--- config.mk ---
export PLATFORM = sky130hd
export DESIGN_NAME = hsv_core_branch_resolve
export DESIGN_NICKNAME = d
export VERILOG_FILES = /design/src/rtl/hsv_core_branch_resolve.sv
export SDC_FILE = /design/constraint.sdc
export NUM_CORES = 1
export LEC_CHECK = 0
export ABC_AREA = 1
export CAP_MARGIN = 15
export CORE_MARGIN = 5
export CORE_UTILIZATION = 45
export DETAILED_ROUTE_END_ITERATION = 6
export GPL_ROUTABILITY_DRIVEN = 0
export PLACE_DENSITY = 0.82
export SLEW_MARGIN = 20
export SYNTH_ARGS = -nofsm -noshare
export SYNTH_HDL_FRONTEND = slang
export SYNTH_SLANG_ARGS = --single-unit
--- constraint.sdc ---
create_clock -name clk_core -period 2.25 [get_ports clk_core]
set_input_delay 0.45 -clock clk_core [delete_from_list [all_inputs] [get_ports clk_core]]
set_output_delay 0.45 -clock clk_core [all_outputs]
set_load 0.01 [all_outputs]
--- src/rtl/hsv_core_branch_resolve.sv ---
// Branch/jump resolution stage: resolves the next PC, flags mispredicts and
// misaligned targets, carries the result through PIPE_STAGES registers to
// commit, pulses a one-shot predictor update and keeps saturating counters.
module hsv_core_branch_resolve #(
  parameter int XLEN        = 32,
  parameter int PIPE_STAGES = 1,
  parameter int ALIGN_BYTES = 4,
  parameter int COMMON_W    = 64,
  parameter int CNT_W       = 32
) (
  input  logic                clk_core,
  input  logic                rst_core,
  input  logic                stall,
  input  logic                flush_req,
  input  logic                valid_i,
  input  logic [COMMON_W-1:0] in_common,
  input  logic [XLEN-1:0]     in_pc_increment,
  input  logic [XLEN-1:0]     in_predicted,
  input  logic                in_taken,
  input  logic [XLEN-1:0]     in_target,
  input  logic                in_link,
  input  logic                in_is_cond,
  output logic                valid_o,
  output logic [COMMON_W-1:0] out_common,
  output logic                out_jump,
  output logic                out_trap,
  output logic [XLEN-1:0]     out_result,
  output logic [XLEN-1:0]     out_next_pc,
  output logic                out_writeback,
  output logic                upd_valid,
  output logic [XLEN-1:0]     upd_pc,
  output logic                upd_taken,
  output logic [XLEN-1:0]     upd_target,
  input  logic                cnt_clr,
  output logic [CNT_W-1:0]    branch_cnt,
  output logic [CNT_W-1:0]    mispredict_cnt
);

  // Low address bits that must be zero in a taken target (ALIGN_BYTES=1 never traps).
  localparam int AW = (ALIGN_BYTES > 1) ? $clog2(ALIGN_BYTES) : 1;

  typedef struct packed {
    logic [COMMON_W-1:0] common;
    logic [XLEN-1:0]     pc_inc;
    logic [XLEN-1:0]     next_pc;
    logic [XLEN-1:0]     target;
    logic                taken;
    logic                jump;
    logic                trap;
    logic                writeback;
  } ent_t;

  // Direction class is not needed: jumps and branches resolve identically here.
  logic unused_is_cond;
  assign unused_is_cond = in_is_cond;

  ent_t             ent_s0;
  logic [XLEN-1:0]  final_pc;
  logic             misaligned;

  ent_t                   ent_q [PIPE_STAGES:1];
  ent_t                   ent_d [PIPE_STAGES:1];
  logic [PIPE_STAGES:1]   vld_pipe_q, vld_pipe_d;
  logic                   fresh_q, fresh_d;
  logic [CNT_W-1:0]       branch_cnt_q, branch_cnt_d;
  logic [CNT_W-1:0]       mispredict_cnt_q, mispredict_cnt_d;
  logic                   retire;

  // Stage 0: resolve final PC, mispredict and alignment trap from the inputs.
  always_comb begin
    final_pc          = in_taken ? in_target : in_pc_increment;
    misaligned        = (ALIGN_BYTES > 1) && (in_target[AW-1:0] != '0);
    ent_s0            = '0;
    ent_s0.common     = in_common;
    ent_s0.pc_inc     = in_pc_increment;
    ent_s0.next_pc    = final_pc;
    ent_s0.target     = in_target;
    ent_s0.taken      = in_taken;
    ent_s0.jump       = (final_pc != in_predicted);
    ent_s0.trap       = in_taken & misaligned;
    ent_s0.writeback  = in_link;
  end

  // Pipeline advance: shift when not stalled; flush kills every valid bit.
  always_comb begin
    vld_pipe_d = vld_pipe_q;
    ent_d      = ent_q;
    if (!stall) begin
      vld_pipe_d[1] = valid_i;
      ent_d[1]      = ent_s0;
      for (int i = 2; i <= PIPE_STAGES; i++) begin
        vld_pipe_d[i] = vld_pipe_q[i-1];
        ent_d[i]      = ent_q[i-1];
      end
    end
    if (flush_req) vld_pipe_d = '0;
    // A new entry lands in the output stage only on an unstalled, unflushed
    // edge; any other edge means the current entry has been presented once.
    fresh_d = ~stall & vld_pipe_d[PIPE_STAGES];
  end

  // Saturating counters; clear beats a simultaneous retire.
  always_comb begin
    retire           = vld_pipe_q[PIPE_STAGES] & ~stall & ~flush_req;
    branch_cnt_d     = branch_cnt_q;
    mispredict_cnt_d = mispredict_cnt_q;
    if (cnt_clr) begin
      branch_cnt_d     = '0;
      mispredict_cnt_d = '0;
    end else if (retire) begin
      if (branch_cnt_q != '1) branch_cnt_d = branch_cnt_q + CNT_W'(1);
      if (ent_q[PIPE_STAGES].jump && !ent_q[PIPE_STAGES].trap &&
          mispredict_cnt_q != '1)
        mispredict_cnt_d = mispredict_cnt_q + CNT_W'(1);
    end
  end

  // State registers with synchronous reset of valid, payload and counters.
  always_ff @(posedge clk_core) begin
    if (rst_core) begin
      vld_pipe_q       <= '0;
      fresh_q          <= 1'b0;
      branch_cnt_q     <= '0;
      mispredict_cnt_q <= '0;
      for (int i = 1; i <= PIPE_STAGES; i++) ent_q[i] <= '0;
    end else begin
      vld_pipe_q       <= vld_pipe_d;
      fresh_q          <= fresh_d;
      branch_cnt_q     <= branch_cnt_d;
      mispredict_cnt_q <= mispredict_cnt_d;
      for (int i = 1; i <= PIPE_STAGES; i++) ent_q[i] <= ent_d[i];
    end
  end

  assign valid_o        = vld_pipe_q[PIPE_STAGES];
  assign out_common     = ent_q[PIPE_STAGES].common;
  assign out_jump       = ent_q[PIPE_STAGES].jump;
  assign out_trap       = ent_q[PIPE_STAGES].trap;
  assign out_result     = ent_q[PIPE_STAGES].pc_inc;
  assign out_next_pc    = ent_q[PIPE_STAGES].next_pc;
  assign out_writeback  = ent_q[PIPE_STAGES].writeback;
  // Predictor is indexed by the fall-through PC of the resolved entry.
  assign upd_valid      = valid_o & fresh_q & ~out_trap;
  assign upd_pc         = ent_q[PIPE_STAGES].pc_inc;
  assign upd_taken      = ent_q[PIPE_STAGES].taken;
  assign upd_target     = ent_q[PIPE_STAGES].target;
  assign branch_cnt     = branch_cnt_q;
  assign mispredict_cnt = mispredict_cnt_q;

endmodule

-- Yosys cells after proc, flatten, opt, wreduce, memory -nomap -nowiden
Cells that the tools add are included.
- word-level logic and storage cells: 36
- register bits after elaboration: 230
- input port bits: 169
- output and inout bits: 262
- add/subtract/negate cells: 2
- reductions and logical operators: 7
- mux-type cells: 3
- eq/ne operators: 3
- bitwise gates (word level): 9
- operators with widths (kind ; number):
    adder 32 x 1 -> 32 bit, second input constant ; 2
    inequality test 32 bit, second input constant ; 2
    2-to-1 mux 32 bit ; 1
    inequality test 32 bit ; 1
    bitwise AND 1 bit ; 6
    AND reduction 2 bit ; 2
    inverter 1 bit ; 3
    logical AND 1 bit ; 2
    2-to-1 mux 1 bit ; 2
    nonzero test 2 bit ; 1
    OR reduction 2 bit ; 1
    logical NOT 1 bit ; 1

-- Depth between registers and ports, before layout
Gate-level depths: netlist (run 1).
- depth in word-level cells: 4
- gate-level depth with buffers: 13
- gate-level depth less buffers: 12

-- Worst setup path before layout (run 1)
No wires, ideal clock.
- path kind: flip-flop to flip-flop
- start point: register branch_cnt_q[1] (netlist: branch_cnt[1])
- end point: register branch_cnt_q[26] (netlist: branch_cnt[26])
- buffers on the path: 1
- library setup time: 0.132 ns
- required time: 2.118 ns
- arrival: 1.674 ns
- setup slack: 0.444 ns
- cell stages (with the launch flop): 12
- clock period less this slack: 1.806 ns
- cell sequence: dfxtp_1 -> ha_1 -> inv_1 -> nor2_2 -> nand2_2 -> nor2_2 -> nand2_1 -> nand2_4 -> inv_2 -> buf_2 -> nand2_1 -> a21oi_1
- longest elaborated chain between the ends: 2
- elaborated cells between the ends (all ways): 3
- classes of those cells: 1 x add/sub; 1 x eq/ne; 1 x reduce/logical
- RTL lines (what ; RTL line ; text):
    start, declared ; 65 ; logic [CNT_W-1:0] branch_cnt_q, branch_cnt_d;
    start signal, assigned ; 129 ; branch_cnt_q <= branch_cnt_d;
    branches (longest 2 deep; another with adder 32 x 1 -> 32 bit) ; -- ;
Several ways; the timed one is not identified.
A chain may end at the register's enable or synchronous reset.

-- Worst setup path after layout (run 1)
- start point: register vld_pipe_q (netlist: valid_o)
- end point: output port upd_valid
- longest elaborated chain between the ends: 2
- RTL lines (what ; RTL line ; text):
    start, declared ; 63 ; logic [PIPE_STAGES:1] vld_pipe_q, vld_pipe_d;
    start signal, assigned ; 127 ; vld_pipe_q <= vld_pipe_d;
    bitwise AND 1 bit (2 in a row) ; 143 ; assign upd_valid = valid_o & fresh_q & ~out_trap;
    end, declared ; 30 ; output logic upd_valid,
Every way passes these cells.

==> results of run 1 <==
worst paths after layout:
kind,from,slack (ns),cells past startpoint,end
max,valid_o,0.13,3,upd_valid
min,rst_core,0.36,4,out_result[26]
max reg2reg,mispredict_cnt[0],0.30,12,mispredict_cnt[31]
min reg2reg,out_common[56],0.48,2,out_common[56]
worst max-delay path, stage by stage, from the launching register on:
cell             delay, ns
dfxtp_1               0.41
nand2_1               0.08
nor2_1                0.08
clkdlybuf4s50_1       0.55
power by group through the flow:
| stage | Sequential (mW) | Clock (mW) | Combinational, mW |
|---|---|---|---|
| 6_report | 4.41 | 4.55 | 1.67 |
| 5_1_grt | 4.44 | 4.81 | 1.80 |
| 4_1_cts | 4.41 | 4.61 | 1.68 |
| 3_5_place_dp | 4.50 | 0 | 1.67 |
| 3_3_place_gp | 4.49 | 0 | 1.65 |
| 2_1_floorplan | 4.58 | 0 | 0.594 |
state kept, by name, summed over array words and instances (netlist names), 32 cells and up:
name / count
out_common: 64
branch_cnt: 32
mispredict_cnt: 32
out_next_pc: 32
out_result: 32
upd_target: 32
cell usage after synthesis, drive strengths merged (16+ instances only):
cell type / number / area [µm²]
clkbuf: 58 / 218
nand2: 402 / 1550
xor2: 23 / 201
a21oi: 64 / 332
o21ai: 178 / 891
nand3: 66 / 348
nor3: 23 / 120
dfxtp: 230 / 4600
nor2: 405 / 1540
inv: 144 / 543
nand3b: 16 / 120
buf: 51 / 373
nand4: 16 / 100
area by class of cell:
class / instances / area share [%]
tap: 324 / 2.46
sequential: 230 / 27.9
timing repair buffer: 458 / 27.9
inverter: 147 / 3.41
multi-input combinational: 1216 / 32.7
clock inverter: 13 / 1.06
clock buffer: 37 / 4.51
antenna: 1 / 0.0152
through the flow:
step	util [%]	hold slack, ns	power (mW)	cell area (µm²)
5_1_grt	67.6	0.373	11.0	16500
6_report	67.6	0.360	10.6	16500
4_1_cts	67.6	0.341	10.7	16500
3_5_place_dp	63.9	0.470	6.17	15600
3_3_place_gp	63.9	0.462	6.13	15600
2_1_floorplan	-	0.511	5.17	11200
kinds of logic after synthesis:
logic type / after synthesis
compound gates: 251
flops: 230
xor+xnor: 31
fa+ha+maj: 2
simple gates: 932
buf+inv: 256
routing by layer:
layer / share of wire [%] / global-route usage (%) / vias up
met5: 0.15 / 0 / -
met4: 4.5 / 10.8 / 10
met3: 8.6 / 7.94 / 107
met2: 49 / 50.7 / 538
met1: 37 / 32.6 / 5627
li1: - / - / 6090
==> impl_metrics.ini, run 1 <==
[floorplan]
die_w_um = 167
core_mm2 = 0.0244
die_h_um = 167
start_util_pct = 45.7
io_pins = 431
fp.dieArea_mm2 = 0.0280
rows = 57

[clocking]
htreeDepth = 1
cts_tree = yes
ctsHoldBuffers = 0
clock_sinks = 230
cts_setup_buffers = 0
clk_pin_slew_ns = 0.06
clk_latency_ns = 0.54
clockBufferDepth = 3
cts_buffers = 27
ctsResizeCount = 0
clock-root-buffer = clkbuf_16

[synth]
ys_types = 37
synthMuxAreaShare_pct = 0
synth-xor-area-share_pct = 2.43
syn-num-nets = 1873
synth.ff_latch_count = 230
synth_compound_area_share_pct = 11.6
synth_top_family_by_area = simple AND/OR/NAND/NOR gates
synthCells = 1702
synth_adder_area_share_pct = 0.224
avgSynthCellArea_um2 = 6.55
synth_seq_area_share_pct = 41.3
synth_edf_count = 0
synthArstFlopShare_pct = 0
yosys_warnings = 0
synth-simple-area-share_pct = 34.2
syn_area_mm2 = 0.0112
synthFlopType = dfxtp_1

[critical_path]
critical_path_required_ns = 1.80
worst-path-max-fanout = 4
crit_type = register to output port
cp-start-kind = register
worstPathArrival_ns = 1.67
cp-end-kind = output port

[drt]
viasPerCell = 5.10
drt-pass1-iter-count = 6
drc = 0
drt_iter0_drc = 1037
vias = 12400
antenna_left = 0
wire_per_inst_um = 17.5
wl_um = 42400

[global_route]
grt_max_degree = 145
grt_pass1_vias = 11700
grt_pass1_wl_um = 64800
grt_usage_pct = 28.5
antenna_found_initial = 6
gr-total-overflow = 0

[timing]
rsz0062_at_grt = no
setup_ws_ns = 0.135
final.setup.tns_ns = 0
worst_pin_slew_ns = 0.606
setup_violations = 0
period_share_pct = 94.0
min_period_ns = 2.12
hold_viol_final = 0
skew_ns = 0.0198
max_freq_ghz = 0.473
drv_slew = 0
slew-limit-headroom_pct = 59.6

[layout]
ff_latch_area_mm2 = 0.00460
instances_no_fill = 2426
layout_commonest_cell = clkdlybuf4s50_1
drive_above_1_share_pct = 4.66
final_cell_mix = clkdlybuf4s50_1, nor2_1, nand2_1
filler_cell_count = 2073
fin_nets = 2251
multi_input_area_mm2 = 0.00540
syn_to_final_growth_pct = 47.9

[pwr]
switching_power_mw = 2.72
p_seq_share_pct = 41.5
power_frac_clock_pct = 42.8
combPwrFrac_pct = 15.7
ir_worst_vdd_uv = 573
powerDensity_mw_per_mm2 = 645
p_sw_share_pct = 25.5
p_int_mw = 7.92
leakagePower_nw = 6.84

[placement]
port_buffers = 429
dp_hpwl_um = 32000
place_inst = 2375
place_ws_ns = -0.0488

[hold_path]
worstHoldPathType = primary input to register

[flow_run]
drv_cap = 0

[run_status]
status = finished, final reports clean
(Power assumes the default switching activity.)
==> inputs of run 2 (changes only) <==
- CTS_BUF_LIST: default -> sky130_fd_sc_hd__clkbuf_4 sky130_fd_sc_hd__clkbuf_8 sky130_fd_sc_hd__clkbuf_16
==> run 2 against run 1 <==
Compared with the run above: clock-buffer cell count unchanged; sequential cell count unchanged; clock skew decreased by 0.0026 ns; global-route usage decreased by 0.061 points; die area unchanged; critical path type unchanged; critical endpoint unchanged; largest cell class unchanged.
==> impl_metrics.ini, run 2 (same netlist as run 1, synthesis figures left out) <==
[clocking]
ctsResizeCount = 0
htreeDepth = 1
clk_latency_ns = 0.54
cts_buffers = 27
clockBufferDepth = 3
clock_sinks = 230
cts_setup_buffers = 0
clk_pin_slew_ns = 0.06
ctsHoldBuffers = 0
cts_tree = yes
clock-root-buffer = clkbuf_16

[layout]
drive_above_1_share_pct = 5.00
fin_nets = 2251
syn_to_final_growth_pct = 48.1
instances_no_fill = 2426
largest_reg_flops = 64
final_cell_mix = clkdlybuf4s50_1, nor2_1, nand2_1
layout_commonest_cell = clkdlybuf4s50_1

[critical_path]
startpoint = valid_o
cp-start-kind = register
cp-end-kind = output port
worstPathArrival_ns = 1.66
critical_path_required_ns = 1.80
worst-path-max-fanout = 4
crit_type = register to output port
r2r_start = mispredict_cnt[0]

[floorplan]
start_util_pct = 45.7
rows = 57
core_mm2 = 0.0244
fp.dieArea_mm2 = 0.0280
io_pins = 431
die_w_um = 167
die_h_um = 167

[flow_run]
drv_cap = 0

[hold_path]
min_from = rst_core
worstHoldPathType = primary input to register

[drt]
drt-pass1-iter-count = 6
antenna_left = 0
drt_iter0_drc = 1047
drc = 0
wl_um = 42400
vias = 12300
wire_per_inst_um = 17.5
viasPerCell = 5.08

[timing]
setup_violations = 0
slew-limit-headroom_pct = 59.6
worst_pin_slew_ns = 0.605
skew_ns = 0.0172
hold_slack_ns = 0.361
period_share_pct = 93.9
hold_viol_final = 0
drv_slew = 0
min_period_ns = 2.11
final.setup.tns_ns = 0
max_freq_ghz = 0.473
rsz0062_at_grt = no

[pwr]
total_power_mw = 10.7
ir_worst_vdd_uv = 620
leakagePower_nw = 6.86
powerDensity_mw_per_mm2 = 648

[global_route]
grt_usage_pct = 28.5
grt_max_degree = 145
gr-total-overflow = 0
grt_pass1_vias = 11700
grt_pass1_wl_um = 64700
antenna_found_initial = 6

[placement]
dp_hpwl_um = 32000
place_inst = 2375
port_buffers = 429

[run_status]
status = finished, final reports clean
-- run 2: worst paths after layout --
| path | endpoint | slack (ns) | cells after the start |
|---|---|---|---|
| min | out_result[26] | 0.36 | 4 |
| max reg2reg | mispredict_cnt[31] | 0.30 | 12 |
| min reg2reg | upd_target[5] | 0.48 | 2 |
| max | upd_valid | 0.14 | 3 |
-- run 2: critical path, cell delays in order (launching register included) --
cell and delay (ns):
dfxtp_1 0.41, nand2_1 0.08, nor2_1 0.08, clkdlybuf4s50_1 0.55
-- run 2: area by class of cell --
type	count	area, µm²
flip-flops and latches	230	4600
clock buffers	37	769
well taps	324	405
clock inverters	13	175
inverters	147	562
multi-input cells	1216	5400
diodes	1	2.50
repair buffers	458	4600
fillers	2064	7870
-- run 2: routing by layer --
layer / routed length, µm / part of all wire (%) / track usage [%] / up-vias
li1: - / - / - / 6082
met1: 16200 / 38 / 32.7 / 5641
met2: 20900 / 49 / 50.6 / 493
met3: 3470 / 8.2 / 7.76 / 100
met4: 1800 / 4.3 / 10.4 / 10
met5: 62 / 0.15 / 0 / -
-- run 2: where the power goes --
part | total (mW) | switching [mW] | internal, mW | leakage [nW]
clock | 4.62 | 1.77 | 2.85 | 0.475
combinational | 1.67 | 0.802 | 0.870 | 4.49
sequential | 4.41 | 0.130 | 4.28 | 1.90
total | 10.7 | 2.70 | 8.01 | 6.86
-- run 2: stage by stage --
step	cell area (µm²)	util [%]	setup slack, ns
after floorplan	11200	-	0.444
after global placement	15600	63.9	-0.0139
after detailed placement	15600	63.9	-0.0488
after CTS	16500	67.7	0.106
after global routing	16500	67.7	0.0698
final	16500	67.7	0.137
==> inputs of run 3 (changes only) <==
- SKIP_CTS_REPAIR_TIMING: default -> 1
==> results of run 3 <==
Final layout, timing and power as in run 2 (identical DEF).
